`src/rtl/firstband_pkg.sv`:
```
// Shared definitions for the first-band predictor (encoder) and reconstructor (decoder).
// Both sides import this package so they form bit-identical predictions.
package firstband_pkg;

   localparam int DATA_WIDTH          = 16;
   localparam int BLOCK_WIDTH_LOG_MAX = 4;
   localparam int RES_WIDTH           = DATA_WIDTH + 1;

   typedef enum logic [1:0] {
      PRED_NONE,
      PRED_LEFT,
      PRED_UP,
      PRED_AVG
   } pred_mode_t;

   // Saturate a signed value into the unsigned range [0, 2^w - 1].
   // Kept width-generic so either side can use it with its own DATA_WIDTH.
   function automatic logic [31:0] clamp_sample(input logic signed [31:0] v,
                                                input int unsigned w);
      logic signed [31:0] max_v;
      max_v = (32'sd1 <<< w) - 32'sd1;
      if (v < 0)
         return '0;
      else if (v > max_v)
         return max_v;
      else
         return v;
   endfunction

endpackage

```
`src/rtl/firstband_row_buffer.sv`:
```
// One block row of previously decoded samples. Read is asynchronous at addr,
// write is synchronous at the same addr, so a same-cycle read returns the
// previous row's value. Contents are intentionally not reset.
module firstband_row_buffer #(
   parameter int DATA_WIDTH = 16,
   parameter int ADDR_WIDTH = 4
) (
   input  logic                  clk,
   input  logic [ADDR_WIDTH-1:0] addr,
   input  logic                  we,
   input  logic [DATA_WIDTH-1:0] wdata,
   output logic [DATA_WIDTH-1:0] rdata
);

   localparam int DEPTH = 1 << ADDR_WIDTH;

   logic [DATA_WIDTH-1:0] mem_q [DEPTH];

   assign rdata = mem_q[addr];

   // Store the reconstructed sample for use as "up" on the next row
   always_ff @(posedge clk) begin
      if (we)
         mem_q[addr] <= wdata;
   end

endmodule

```
`src/rtl/firstband_reconstructor.sv`:
```
// Decoder-side first-band reconstructor: rebuilds the encoder's prediction
// from already decoded neighbours and adds the residual. Single output
// register, one sample per cycle, latency 1.
module firstband_reconstructor #(
   parameter int DATA_WIDTH          = 16,
   parameter int BLOCK_WIDTH_LOG_MAX = 4
) (
   input  logic                  clk,
   input  logic                  rst,
   input  logic                  e_valid,
   output logic                  e_ready,
   input  logic [DATA_WIDTH:0]   e_data,
   input  logic                  e_last_row,
   input  logic                  e_last_slice,
   output logic                  x_valid,
   input  logic                  x_ready,
   output logic [DATA_WIDTH-1:0] x_data,
   output logic                  x_last_row,
   output logic                  x_last_slice
);

   import firstband_pkg::*;

   logic [BLOCK_WIDTH_LOG_MAX-1:0] col_q, col_d;
   logic                           first_row_q, first_row_d;
   logic [DATA_WIDTH-1:0]          left_q, left_d;
   logic                           x_valid_q, x_valid_d;
   logic [DATA_WIDTH-1:0]          x_data_q, x_data_d;
   logic                           x_last_row_q, x_last_row_d;
   logic                           x_last_slice_q, x_last_slice_d;

   logic                           accept;
   logic [DATA_WIDTH-1:0]          up;
   logic [DATA_WIDTH-1:0]          xtilde;
   logic [DATA_WIDTH:0]            pair_sum;
   logic signed [DATA_WIDTH+1:0]   recon;
   logic [DATA_WIDTH-1:0]          x_new;
   pred_mode_t                     pred_mode;

   // A new residual may enter whenever the output register is empty or draining
   assign e_ready = !x_valid_q || x_ready;
   assign accept  = e_valid && e_ready;

   assign x_valid      = x_valid_q;
   assign x_data       = x_data_q;
   assign x_last_row   = x_last_row_q;
   assign x_last_slice = x_last_slice_q;

   firstband_row_buffer #(
      .DATA_WIDTH (DATA_WIDTH),
      .ADDR_WIDTH (BLOCK_WIDTH_LOG_MAX)
   ) u_row_buffer (
      .clk   (clk),
      .addr  (col_q),
      .we    (accept),
      .wdata (x_new),
      .rdata (up)
   );

   // Pick the predictor from position within the block
   always_comb begin
      pred_mode = PRED_AVG;
      if (first_row_q && (col_q == '0))
         pred_mode = PRED_NONE;
      else if (first_row_q)
         pred_mode = PRED_LEFT;
      else if (col_q == '0)
         pred_mode = PRED_UP;
   end

   // Form the prediction, add the residual and saturate to the sample range
   always_comb begin
      pair_sum = {1'b0, left_q} + {1'b0, up};
      case (pred_mode)
         PRED_NONE: xtilde = '0;
         PRED_LEFT: xtilde = left_q;
         PRED_UP:   xtilde = up;
         PRED_AVG:  xtilde = DATA_WIDTH'(pair_sum >> 1);
         default:   xtilde = '0;
      endcase
      recon = $signed({2'b00, xtilde}) + $signed({e_data[DATA_WIDTH], e_data});
      x_new = DATA_WIDTH'(clamp_sample(32'(recon), DATA_WIDTH));
   end

   // Next-state: output register handshake plus block position tracking
   always_comb begin
      col_d          = col_q;
      first_row_d    = first_row_q;
      left_d         = left_q;
      x_valid_d      = x_valid_q;
      x_data_d       = x_data_q;
      x_last_row_d   = x_last_row_q;
      x_last_slice_d = x_last_slice_q;

      if (accept) begin
         x_valid_d      = 1'b1;
         x_data_d       = x_new;
         x_last_row_d   = e_last_row;
         x_last_slice_d = e_last_slice;
         left_d         = x_new;
         // end of block wins over end of row: the next sample starts a fresh block
         if (e_last_slice) begin
            col_d       = '0;
            first_row_d = 1'b1;
         end else if (e_last_row) begin
            col_d       = '0;
            first_row_d = 1'b0;
         end else begin
            col_d = col_q + 1'b1;
         end
      end else if (x_ready) begin
         x_valid_d = 1'b0;
      end
   end

   // State registers
   always_ff @(posedge clk or negedge rst) begin
      if (!rst) begin
         col_q          <= '0;
         first_row_q    <= 1'b1;
         left_q         <= '0;
         x_valid_q      <= 1'b0;
         x_data_q       <= '0;
         x_last_row_q   <= 1'b0;
         x_last_slice_q <= 1'b0;
      end else begin
         col_q          <= col_d;
         first_row_q    <= first_row_d;
         left_q         <= left_d;
         x_valid_q      <= x_valid_d;
         x_data_q       <= x_data_d;
         x_last_row_q   <= x_last_row_d;
         x_last_slice_q <= x_last_slice_d;
      end
   end

endmodule

```
`config.mk`:
```
export PLATFORM = sky130hd
export DESIGN_NAME = firstband_reconstructor
export DESIGN_NICKNAME = d
export VERILOG_FILES = /design/src/rtl/firstband_pkg.sv /design/src/rtl/firstband_row_buffer.sv /design/src/rtl/firstband_reconstructor.sv
export SDC_FILE = /design/constraint.sdc
export NUM_CORES = 1
export LEC_CHECK = 0
export CORE_ASPECT_RATIO = 1.4
export CORE_MARGIN = 2
export CORE_UTILIZATION = 30
export DETAILED_ROUTE_END_ITERATION = 8
export PLACE_DENSITY = 0.56
export SLEW_MARGIN = 20
export SYNTH_ARGS = -nofsm -noshare
export SYNTH_HDL_FRONTEND = slang
export SYNTH_SLANG_ARGS = --single-unit
export TNS_END_PERCENT = 100
```
`constraint.sdc`:
```
create_clock -name clk -period 13.37 [get_ports clk]
set_input_delay 4.011 -clock clk [delete_from_list [all_inputs] [get_ports clk]]
set_output_delay 4.011 -clock clk [all_outputs]
set_load 0.05 [all_outputs]
```
Word level (Yosys, flattened, before mapping):

Memories as Yosys holds them, arrays and structs flattened.
Cells that the tools add are included.

* $lt $le $gt $ge: 2
* reductions and logical operators: 9
* mux-type cells: 14
* eq/ne operators: 3
* add/subtract/negate cells: 3

Operator list (number)
* one-hot mux 16 bit (4 select lines): 1
* 2-to-1 mux 16 bit: 2
* adder 17 x 17 -> 18 bit: 1
* > comparator 18 x 17 -> 1 bit, second input constant: 1
* less-than comparator 18 x 1 -> 1 bit, second input constant: 1
* adder 16 x 16 -> 17 bit: 1
* 2-to-1 mux 4 bit: 2
* 2-to-1 mux 1 bit: 7
* adder 4 x 1 -> 4 bit, second input constant: 1
* equality test 2 bit, second input constant: 2
* zero test 4 bit: 1
* 2-to-1 mux 2 bit: 2
* nonzero test 2 bit: 2
* equality test 2 x 1 -> 1 bit, second input constant: 1
* logical AND 1 bit: 2
* zero test 2 bit: 1
* AND reduction 2 bit: 1
* zero test 1 bit: 1
* logical OR 1 bit: 1

* input port bits: 23
* word-level logic and storage cells: 38
* memories: 1
* RAM bits: 256
* register bits: 24

Memories
* u_row_buffer.mem_q: words 16, width 16, read ports 1, clocked after Yosys merged registers in 0, wr ports 1, line firstband_row_buffer.sv:17 `logic [DATA_WIDTH-1:0] mem_q [DEPTH];`

Depth between registers and ports, before layout:

Gate-level depths: netlist (run 1).

* word-level depth: 10
* depth in mapped cells: 26

By module:

A second synthesis (run 1) with hierarchy kept.

* cells, all modules: 834
* area, all modules: 12867.3 µm²

By module, submodules not included
* firstband_row_buffer: area each 9703.1 µm², seq. area each 7687.4 µm², cells an instance 418, instances 1
* firstband_reconstructor: area each 3164.3 µm², seq. area each 601.8 µm², cells an instance 416, instances 1

Worst setup path after synthesis (run 1):

Ideal clock, no wire load.

* path kind: input port to output port
* start: in x_ready
* end: out e_ready
* stages: 1
* data required time: 9359 ps
* setup slack: 4900 ps
* arrival time: 4459 ps
* cells stage by stage: nand2b_1

* cells in the longest elaborated chain, start to end: 1

RTL lines
* start, declared: line firstband_reconstructor.sv:16 `input logic x_ready,`
* logical OR 1 bit: line firstband_reconstructor.sv:41 `assign e_ready = !x_valid_q || x_ready;`
* end, declared: line firstband_reconstructor.sv:11 `output logic e_ready,`

Every way passes these cells.

Final worst setup path (run 1):

Ends and elaborated chain as after synthesis.

==> metrics.yaml, run 1 <==
route:
  route.detailed.drc: 0
  ant_nets: 0
  dr.first_iter.drc_count: 569
  post_drt_wl_per_cell_um: 21.9
  finalWirelength_um: 31200
  first_pass_iters: 5
  vias: 7266
  vias_per_cell: 5.10
floorplan:
  core_um2: 42200
  rows: 89
  io_pins: 43
  dieArea_um2: 44600
  die_h_um: 249
  start_util_pct: 30.5
  die_w_um: 179
global_route:
  antenna_found_initial: 0
  grt_max_degree: 51
  grt_pass1_vias: 7574
  grt_util_all_layers_pct: 14.1
  grt_pass1_wl_um: 46700
  grt.overflow.total: 0
synth:
  yosys_warnings: 0
  synth_cell_type_count: 64
  synthFlopType: "edfxtp_1"
  synthTopCellsByArea: "edfxtp_1, mux4_2, dfrtp_1"
  synth_edf_count: 256
  yosysTopAreaCellShare_pct: 59.8
  syn_area_per_cell_um2: 16.1
  syn_area_um2: 12900
  synth-async-reset-ratio_pct: 8.57
  synth_seq_area_share_pct: 64.5
  syn_inst: 800
  synth_nets: 860
  synth.ff_latch_count: 280
  yosys.area.top_type: "edfxtp_1"
power:
  power_leakage_nw: 4.98
  powerDensity_nw_per_um2: 207
  ir_drop_uv: 125
timing:
  finalMaxSlewViolations: 0
  finalSetupViolations: 0
  post-route-min-period_ns: 9.43
  final_hold_viol_count: 0
  min_period_over_period_pct: 70.6
  relSlewSlack_pct: 34.6
  rsz0062_at_grt: "no"
  finClkSkew_ns: 0.0311
  fin_tns_setup_ns: 0
  tightest_slew_ns: 0.978
  timing.hold.ws_ns: 0.499
  fmax_mhz: 106
clocking:
  clkTransAtPathRegs_ns: 0.07
  cts_hold_buf: 0
  cts.repair.resized: 0
  insertion_delay_ns: 0.55
  cts.htree.levels: 1
  cts_sinks: 280
  cts_setup_buffers: 0
  cts_root_buffer: "clkbuf_16"
  cts_tree: "done"
  numCtsBuffers: 25
  clockBufferDepth: 3
place:
  placed_area_um2: 14000
  hpwl_um: 19500
  portBuffers: 42
  routabilityCongestion: 0.843
finish:
  utilization_pct: 35.4
  syn2layout_area_growth_pct: 16.1
  layout.nets: 919
  mostFrequentLayoutCell: "edfxtp_1"
  final.fill_count: 3954
  n_antenna_cell: 0
  final_area_um2: 14900
  final_cell_mix: "edfxtp_1, mux4_2, nor2_1, clkdlybuf4s50_1, nand2_1"
  drive_gt1_share_pct: 19.2
worst_setup_path:
  cp_max_fo: 4
  cp.arrival_ns: 5.42
  cp.required_ns: 9.36
  path_cells: "clkdlybuf4s50_1 > nand2b_1 > clkdlybuf4s50_1"
  cp-start-kind: "primary input"
  crit_path_end_kind: "output pin"
  slowest_delay_ns: 0.82
  cp_top_family: "buffers and inverters"
  crit_top_cell: "clkdlybuf4s50_1"
  crit_type: "primary input to output pin"
  slowest_stage: "clkdlybuf4s50_1"
  critPathBufInv: 2
job:
  cap_violations: 0
status:
  outcome: "finished clean"
worst_hold_path:
  min_path_type: "flip-flop to flip-flop"
## where the power goes
part | total (mW) | switching, mW | internal, mW
registers | 1.26 | 0.0521 | 1.21
clock network | 0.773 | 0.317 | 0.456
logic | 1.07 | 0.686 | 0.380
## through the flow
stage | setup WS (ns) | power [mW] | cells
CTS | 3.92 | 3.11 | 1424
global placement | 3.93 | 2.31 | 1378
global route | 3.90 | 3.26 | 1424
finish | 3.94 | 3.10 | 1424
detailed placement | 3.92 | 2.33 | 1378
floorplan | 4.90 | 2.00 | 800
## cell usage after synthesis, types with 5 or more instances
cell	instances
nand3_1	19
ha_1	35
nor3_1	8
edfxtp_1	256
inv_1	17
dfrtp_1	23
xnor2_1	13
and3_1	13
and2_1	11
nor2_1	47
o21a_1	7
a21oi_1	34
nor3b_1	5
a21o_1	6
mux4_2	75
mux2_2	9
nor2b_1	12
buf_1	6
o21ai_0	37
buf_2	9
nand2_1	40
o31ai_1	7
clkbuf_1	19
nand2b_1	13
mux2i_1	12
a211oi_1	6
## cell families after synthesis
| logic type | count (synthesis) | share of synthesized area, % |
|---|---|---|
| DFF | 280 | 64.5 |
| and+or+nand+nor | 183 | 7.13 |
| AOI/OAI and AO/OA | 135 | 6.95 |
| muxes | 97 | 15.0 |
| buffers and inverters | 52 | 1.66 |
| adders and majority gates | 37 | 3.72 |
| xor gates and xnor gates | 16 | 1.09 |
## worst paths after layout
kind / start / end / slack, ns / cells after the start
hold / removal: x_last_row$_DFFE_PN0P_ / x_last_row$_DFFE_PN0P_ / 0.50 / 2
setup reg to reg: col_q[0]$_DFFE_PN0P_ / u_row_buffer.mem_q[11][0]$_DFFE_PP_ / 4.97 / 19
hold reg to reg: x_last_row$_DFFE_PN0P_ / x_last_row$_DFFE_PN0P_ / 0.50 / 2
setup / recovery: x_ready / e_ready / 3.94 / 3
min in group asynchronous: rst / x_data[6]$_DFFE_PN0P_ / 3.85 / 2
max in group asynchronous: rst / col_q[0]$_DFFE_PN0P_ / 9.19 / 2
## routing by layer
| metal | wire (µm) | global-route usage, % |
|---|---|---|
| met1 | 12800 | 17.2 |
| met5 | 0 | 0 |
| met2 | 16400 | 25.1 |
| met4 | 836 | 4.95 |
| met3 | 1210 | 1.91 |
## state kept, by name, summed over array words and instances, names as in the netlist
register,cells
u_row_buffer.mem_q,256
x_data,16
col_q,4
first_row_q,1
x_last_row,1
x_last_slice,1
x_valid,1
## final cells by class
class,instances,area (µm²),area share (%)
sequential,280,8290,55.6
multi-input combinational,468,4390,29.4
clock buffer,33,716,4.79
tap,546,683,4.58
timing repair buffer,67,608,4.07
clock inverter,13,175,1.17
inverter,17,63.8,0.427
## tightest hold or removal path, stage by stage, from the launching register on
cell	delay, ns
dfrtp_1	0.36
nand2_1	0.05
nand2_1	0.06
No activity file was read; power rests on OpenSTA's default activity.
==> run 2, diff against run 1 <==
Clock period 13.37 ns to 9.6 ns, I/O delays scaled along.
==> metrics.yaml, run 2 (synthesized netlist as in run 1, its figures left out) <==
route:
  post_drt_wl_per_cell_um: 22.3  # was 21.9 µm
  vias: 7377  # was 7,266
  ant_nets: 0  # unchanged
  route.detailed.drc: 0  # unchanged
  dr.first_iter.drc_count: 597  # was 569
  vias_per_cell: 5.18  # was 5.10
  first_pass_iters: 8  # was 5
  finalWirelength_um: 31800  # was 31,200 µm
floorplan:
  die_h_um: 249  # unchanged
  dieArea_um2: 44600  # unchanged
  rows: 89  # unchanged
  core_um2: 42200  # unchanged
  start_util_pct: 30.5  # unchanged
  io_pins: 43  # unchanged
  die_w_um: 179  # unchanged
timing:
  rsz0062_at_grt: "no"  # unchanged
  finalMaxSlewViolations: 0  # unchanged
  tightest_slew_ns: 1.11  # was 0.978 ns
  setup_slack_ns: 1.87  # was 3.94 ns
  relSlewSlack_pct: 25.8  # was 34.6%
  finClkSkew_ns: 0.0195  # was 0.0311 ns
  post-route-min-period_ns: 7.73
  min_period_over_period_pct: 80.5
  final_hold_viol_count: 0  # unchanged
  fin_tns_setup_ns: 0  # unchanged
  finalSetupViolations: 0  # unchanged
  timing.hold.ws_ns: 0.491  # was 0.499 ns
  fmax_mhz: 129
worst_setup_path:
  critPathBufInv: 1  # was 2
  crit_type: "flip-flop to flip-flop"  # was primary input to output pin
  slowest_stage: "dfrtp_4"  # was clkdlybuf4s50_1
  cp_max_fo: 41  # was 4
  path_cells: "buf_4 > mux4_2 > mux4_2 > ha_1 > and3_1 > a221o_1 > nor3_1 > a221oi_1 > o21ai_0 > ha_1 > a21oi_1 > o21ai_0 > or4_1 > o2111ai_2 > a21oi_2 > a31oi_2 > a21oi_1 > mux2_2"  # was clkdlybuf4s50_1 > nand2b_1 > clkdlybuf4s50_1
  cp.required_ns: 10.01  # was 9.36 ns
  cp.arrival_ns: 8.15  # was 5.42 ns
  crit_path_end_kind: "flip-flop"  # was output pin
  cp-start-kind: "flip-flop"  # was primary input
  cp_top_family: "compound AO/OA/AOI/OAI gates"  # was buffers and inverters
  slowest_delay_ns: 0.91  # was 0.82 ns
place:
  place_inst: 1378  # unchanged
  dpl_worst_slack_ns: 1.88  # was 3.92 ns
  hpwl_um: 19800  # was 19,500 µm
  routabilityCongestion: 0.866  # was 0.843
  portBuffers: 42  # unchanged
finish:
  top_register: "u_row_buffer.mem_q"  # unchanged
  final.fill_count: 3949  # was 3,954
  mostFrequentLayoutCell: "edfxtp_1"  # unchanged
  regArea_um2: 8290  # unchanged
  layout.nets: 919  # unchanged
  largest_reg_flops: 256  # unchanged
  fin_cells: 1424  # unchanged
  drive_gt1_share_pct: 18.5  # was 19.2%
  n_antenna_cell: 0  # unchanged
  syn2layout_area_growth_pct: 15.4  # was 16.1%
  multi_input_area_um2: 4380  # was 4390 µm²
  final_cell_mix: "edfxtp_1, mux4_2, nor2_1, clkdlybuf4s50_1, nand2_1"  # unchanged
clocking:
  clockBufferDepth: 3  # unchanged
  cts_sinks: 280  # unchanged
  cts_hold_buf: 0  # unchanged
  numCtsBuffers: 25  # unchanged
  cts.htree.levels: 1  # unchanged
  cts.repair.resized: 0  # unchanged
  cts_tree: "done"  # unchanged
  insertion_delay_ns: 0.55  # about the same
  cts_root_buffer: "clkbuf_16"  # unchanged
  clkTransAtPathRegs_ns: 0.07  # about the same
  cts_setup_buffers: 0  # unchanged
global_route:
  grt_pass1_wl_um: 46700  # about the same
  antenna_found_initial: 0  # unchanged
  grt.overflow.total: 0  # unchanged
  grt_max_degree: 42  # was 51
  grt_util_all_layers_pct: 14.3  # was 14.1%
  grt_pass1_vias: 7473  # was 7,574
power:
  ir_drop_uv: 108  # was 125 µV
  power_leakage_nw: 4.93  # was 4.98 nW
  p_total_mw: 4.24  # was 3.10 mW
  powerDensity_nw_per_um2: 286  # was 207 nW/µm²
worst_hold_path:
  min_path_type: "flip-flop to flip-flop"  # unchanged
status:
  outcome: "finished clean"  # unchanged
job:
  cap_violations: 0  # unchanged
## run 2: cell types whose count changed in the layout (fill, tap and decap cells not counted), moves of 2 or more
cell      previous run  this run
clkinv_1             3         5
a21oi_2              8         6
a21oi_1             27        29
clkbuf_1             2         5
clkbuf_8             6         0
## run 2: path summary, 6_finish.rpt
check | from | to | slack, ns | depth (start not counted)
max in group asynchronous | rst | col_q[0]$_DFFE_PN0P_ | 6.53 | 2
min in group asynchronous | rst | x_data[6]$_DFFE_PN0P_ | 2.74 | 2
setup / recovery | col_q[0]$_DFFE_PN0P_ | x_data[13]$_DFFE_PN0P_ | 1.87 | 18
hold / removal | x_last_slice$_DFFE_PN0P_ | x_last_slice$_DFFE_PN0P_ | 0.49 | 2
hold reg to reg | x_last_slice$_DFFE_PN0P_ | x_last_slice$_DFFE_PN0P_ | 0.49 | 2
setup reg to reg | col_q[0]$_DFFE_PN0P_ | x_data[13]$_DFFE_PN0P_ | 1.87 | 18
## run 2: power by group
group | switching [mW] | internal (mW)
combinational | 0.953 | 0.527
clock | 0.442 | 0.563
sequential | 0.0809 | 1.68
## run 2: stage by stage
stage | cell area [µm²] | util [%]
floorplan | 12900 | -
global placement | 14000 | 33.2
detailed placement | 14000 | 33.2
CTS | 14800 | 35.1
global route | 14800 | 35.1
finish | 14800 | 35.1
## run 2: final cells by class
class,count,share of cell area [%]
clock buffers,30,4.34
clock inverters,16,1.10
inverters,17,0.430
multi-input cells,468,29.5
flip-flops and latches,280,55.9
well taps,546,4.61
repair buffers,67,4.10
## run 2: worst reg2reg max path, stage by stage, from the launching register on
cell,delay (ns)
dfrtp_4,0.91
buf_4,0.65
mux4_2,0.59
mux4_2,0.51
ha_1,0.36
and3_1,0.25
a221o_1,0.40
nor3_1,0.20
a221oi_1,0.11
o21ai_0,0.20
ha_1,0.32
a21oi_1,0.20
o21ai_0,0.29
or4_1,0.50
o2111ai_2,0.26
a21oi_2,0.18
a31oi_2,0.71
a21oi_1,0.55
mux2_2,0.43
## run 2: per-layer routing
layer,wire length [µm],global-route usage (%),vias up
met5,0,0,-
met4,1030,5.32,0
met3,1410,1.80,51
met2,16500,25.4,205
met1,12900,17.6,3802
li1,-,-,3319
==> run 3, diff against run 2 <==
Clock period 9.6 ns to 7.4 ns, I/O delays scaled along.
==> metrics.yaml, run 3 (synthesized netlist as in run 1, its figures left out) <==
route:
  ant_nets: 0  # unchanged
  route.detailed.drc: 0  # unchanged
  vias_per_cell: 5.19  # was 5.18
  finalWirelength_um: 32200  # was 31,800 µm
  first_pass_iters: 5  # was 8
  vias: 7463  # was 7,377
  post_drt_wl_per_cell_um: 22.4  # was 22.3 µm
  dr.first_iter.drc_count: 647  # was 597
global_route:
  grt_pass1_vias: 7684  # was 7,473
  busiest_layer: "met2"  # unchanged
  grt_max_degree: 39  # was 42
  grt_pass1_wl_um: 48600  # was 46,700 µm
  grtUsageMet2_pct: 26.4  # was 25.4%
  grt.overflow.total: 0  # unchanged
  met1_usage_pct: 17.7  # was 17.6%
  grtUsageMet3_pct: 1.92  # was 1.80%
  grt_util_all_layers_pct: 14.7  # was 14.3%
  antenna_found_initial: 0  # unchanged
worst_setup_path:
  cp.arrival_ns: 7.30  # was 8.15 ns
  crit_type: "flip-flop to flip-flop"  # unchanged
  reg2regPathDepth: 22  # was 18
  cp_max_fo: 25  # was 41
  cp.required_ns: 7.81  # was 10.01 ns
  r2r-start: "col_q[0]$_DFFE_PN0P_"  # unchanged
  r2r_end: "x_data[13]$_DFFE_PN0P_"  # unchanged
  ff2ff_setup_slack_ns: 0.51  # was 1.87 ns
  cp-start-kind: "flip-flop"  # unchanged
  crit_path_end_kind: "flip-flop"  # unchanged
finish:
  top_register: "u_row_buffer.mem_q"  # unchanged
  final.fill_count: 3976  # was 3,949
  multi_input_area_um2: 4380  # unchanged
  layout.nets: 935  # was 919
  drive_gt1_share_pct: 20.7  # was 18.5%
  final_area_um2: 15100  # was 14,800 µm²
  largest_reg_flops: 256  # unchanged
  final_cell_mix: "edfxtp_1, mux4_2, clkdlybuf4s50_1, nand2_1, buf_4"  # was edfxtp_1, mux4_2, nor2_1, clkdlybuf4s50_1, nand2_1
  syn2layout_area_growth_pct: 17.1  # was 15.4%
  mostFrequentLayoutCell: "edfxtp_1"  # unchanged
  utilization_pct: 35.7  # was 35.1%
  n_antenna_cell: 0  # unchanged
  regArea_um2: 8290  # unchanged
power:
  ir_drop_uv: 160  # was 108 µV
  power_leakage_nw: 5.06  # was 4.93 nW
  powerDensity_nw_per_um2: 377  # was 286 nW/µm²
place:
  dpl_worst_slack_ns: 0.190  # was 1.88 ns
  portBuffers: 42  # unchanged
  hpwl_um: 21000  # was 19,800 µm
  placed_area_um2: 14100  # was 14,000 µm²
  routabilityCongestion: 0.878  # was 0.866
timing:
  post-route-min-period_ns: 6.89  # was 7.73 ns
  finClkSkew_ns: 0.0209  # was 0.0195 ns
  final_hold_viol_count: 0  # unchanged
  rsz0062_at_grt: "no"  # unchanged
  fin_tns_setup_ns: 0  # unchanged
  relSlewSlack_pct: 37.3  # was 25.8%
  min_period_over_period_pct: 93.1  # was 80.5%
  tightest_slew_ns: 0.936  # was 1.11 ns
  setup_slack_ns: 0.511  # was 1.87 ns
  finalSetupViolations: 0  # unchanged
  fmax_mhz: 145  # was 129 MHz
  finalMaxSlewViolations: 0  # unchanged
floorplan:
  rows: 89  # unchanged
  core_um2: 42200  # unchanged
  die_h_um: 249  # unchanged
  io_pins: 43  # unchanged
  start_util_pct: 30.5  # unchanged
  die_w_um: 179  # unchanged
  dieArea_um2: 44600  # unchanged
clocking:
  cts_hold_buf: 0  # unchanged
  numCtsBuffers: 25  # unchanged
  clockBufferDepth: 3  # unchanged
  cts_root_buffer: "clkbuf_16"  # unchanged
  clkTransAtPathRegs_ns: 0.07  # about the same
  cts.htree.levels: 1  # unchanged
  insertion_delay_ns: 0.54  # was 0.55 ns
  cts_sinks: 280  # unchanged
  cts_tree: "done"  # unchanged
worst_hold_path:
  min_from: "x_last_slice$_DFFE_PN0P_"  # unchanged
  min_path_type: "flip-flop to flip-flop"  # unchanged
  min_delay_path_depth: 2  # unchanged
  min_to: "x_last_slice$_DFFE_PN0P_"  # unchanged
status:
  outcome: "finished clean"  # unchanged
job:
  cap_violations: 0  # unchanged
run 3: changes by cell type in the layout (fill, tap and decap cells not counted), sizes merged:
cell and change:
inv +3, clkinv -4, bufinv +3, clkbuf -4, buf +16
run 3: final cells by class:
cell class,count,area share (%)
clock inverter,18,1.79
inverter,17,0.424
timing repair buffer,83,4.92
tap,546,4.54
multi-input combinational,468,29.1
sequential,280,55.1
clock buffer,26,4.18
run 3: per-layer routing:
layer	vias to the layer above	routed length [µm]	share of wire (%)
li1	3347	-	-
met1	3856	12700	39
met2	193	17000	53
met3	67	1460	4.5
met4	0	1110	3.5
met5	-	0	0
run 3: critical path, stage by stage, from the launching register on:
cell and delay (ns):
dfrtp_4 0.76, mux4_2 0.57, mux4_2 0.56, ha_1 0.39, nor2b_1 0.17, o21a_1 0.17, o21ai_0 0.33, a21oi_1 0.24
a221o_1 0.42, nor3_1 0.25, a221oi_1 0.13, o21ai_0 0.19, ha_1 0.32, a21oi_1 0.21, o21ai_0 0.14, or4_1 0.43
o2111ai_2 0.27, a21oi_2 0.21, a31oi_2 0.17, buf_4 0.20, a21oi_1 0.13, buf_4 0.23, mux2_2 0.27
run 3: timing repair:
item,in CTS,in global routing
setup buffers,0,0
endpoints found under the setup margin,0,64
gates resized for setup,0,4
run 3: worst max-delay path by stage:
stage	startpoint	endpoint	slack, ns
final	col_q[0]$_DFFE_PN0P_	x_data[13]$_DFFE_PN0P_	0.51
after detailed placement	col_q[0]$_DFFE_PN0P_	u_row_buffer.mem_q[14][7]$_DFFE_PP_	0.19
after floorplan	col_q[0]$_DFFE_PN0P_	x_data[15]$_DFFE_PN0P_	0.68
after global routing	col_q[0]$_DFFE_PN0P_	u_row_buffer.mem_q[7][8]$_DFFE_PP_	0.04
after CTS	col_q[0]$_DFFE_PN0P_	u_row_buffer.mem_q[8][7]$_DFFE_PP_	0.17
after global placement	col_q[0]$_DFFE_PN0P_	x_data[7]$_DFFE_PN0P_	0.37
run 3: stage by stage:
step,power (mW),std cells,hold slack [ns]
floorplan,3.61,800,0.745
global placement,4.24,1394,0.475
detailed placement,4.27,1394,0.467
CTS,5.71,1438,0.485
global route,6.00,1438,0.510
finish,5.68,1438,0.481
run 3: power breakdown:
part / internal, mW / total (mW) / switching (mW) / leakage [nW]
Sequential: 2.17 / 2.26 / 0.0923 / 2.62
Clock: 0.841 / 1.44 / 0.600 / 0.441
Combinational: 0.731 / 1.98 / 1.25 / 2.00
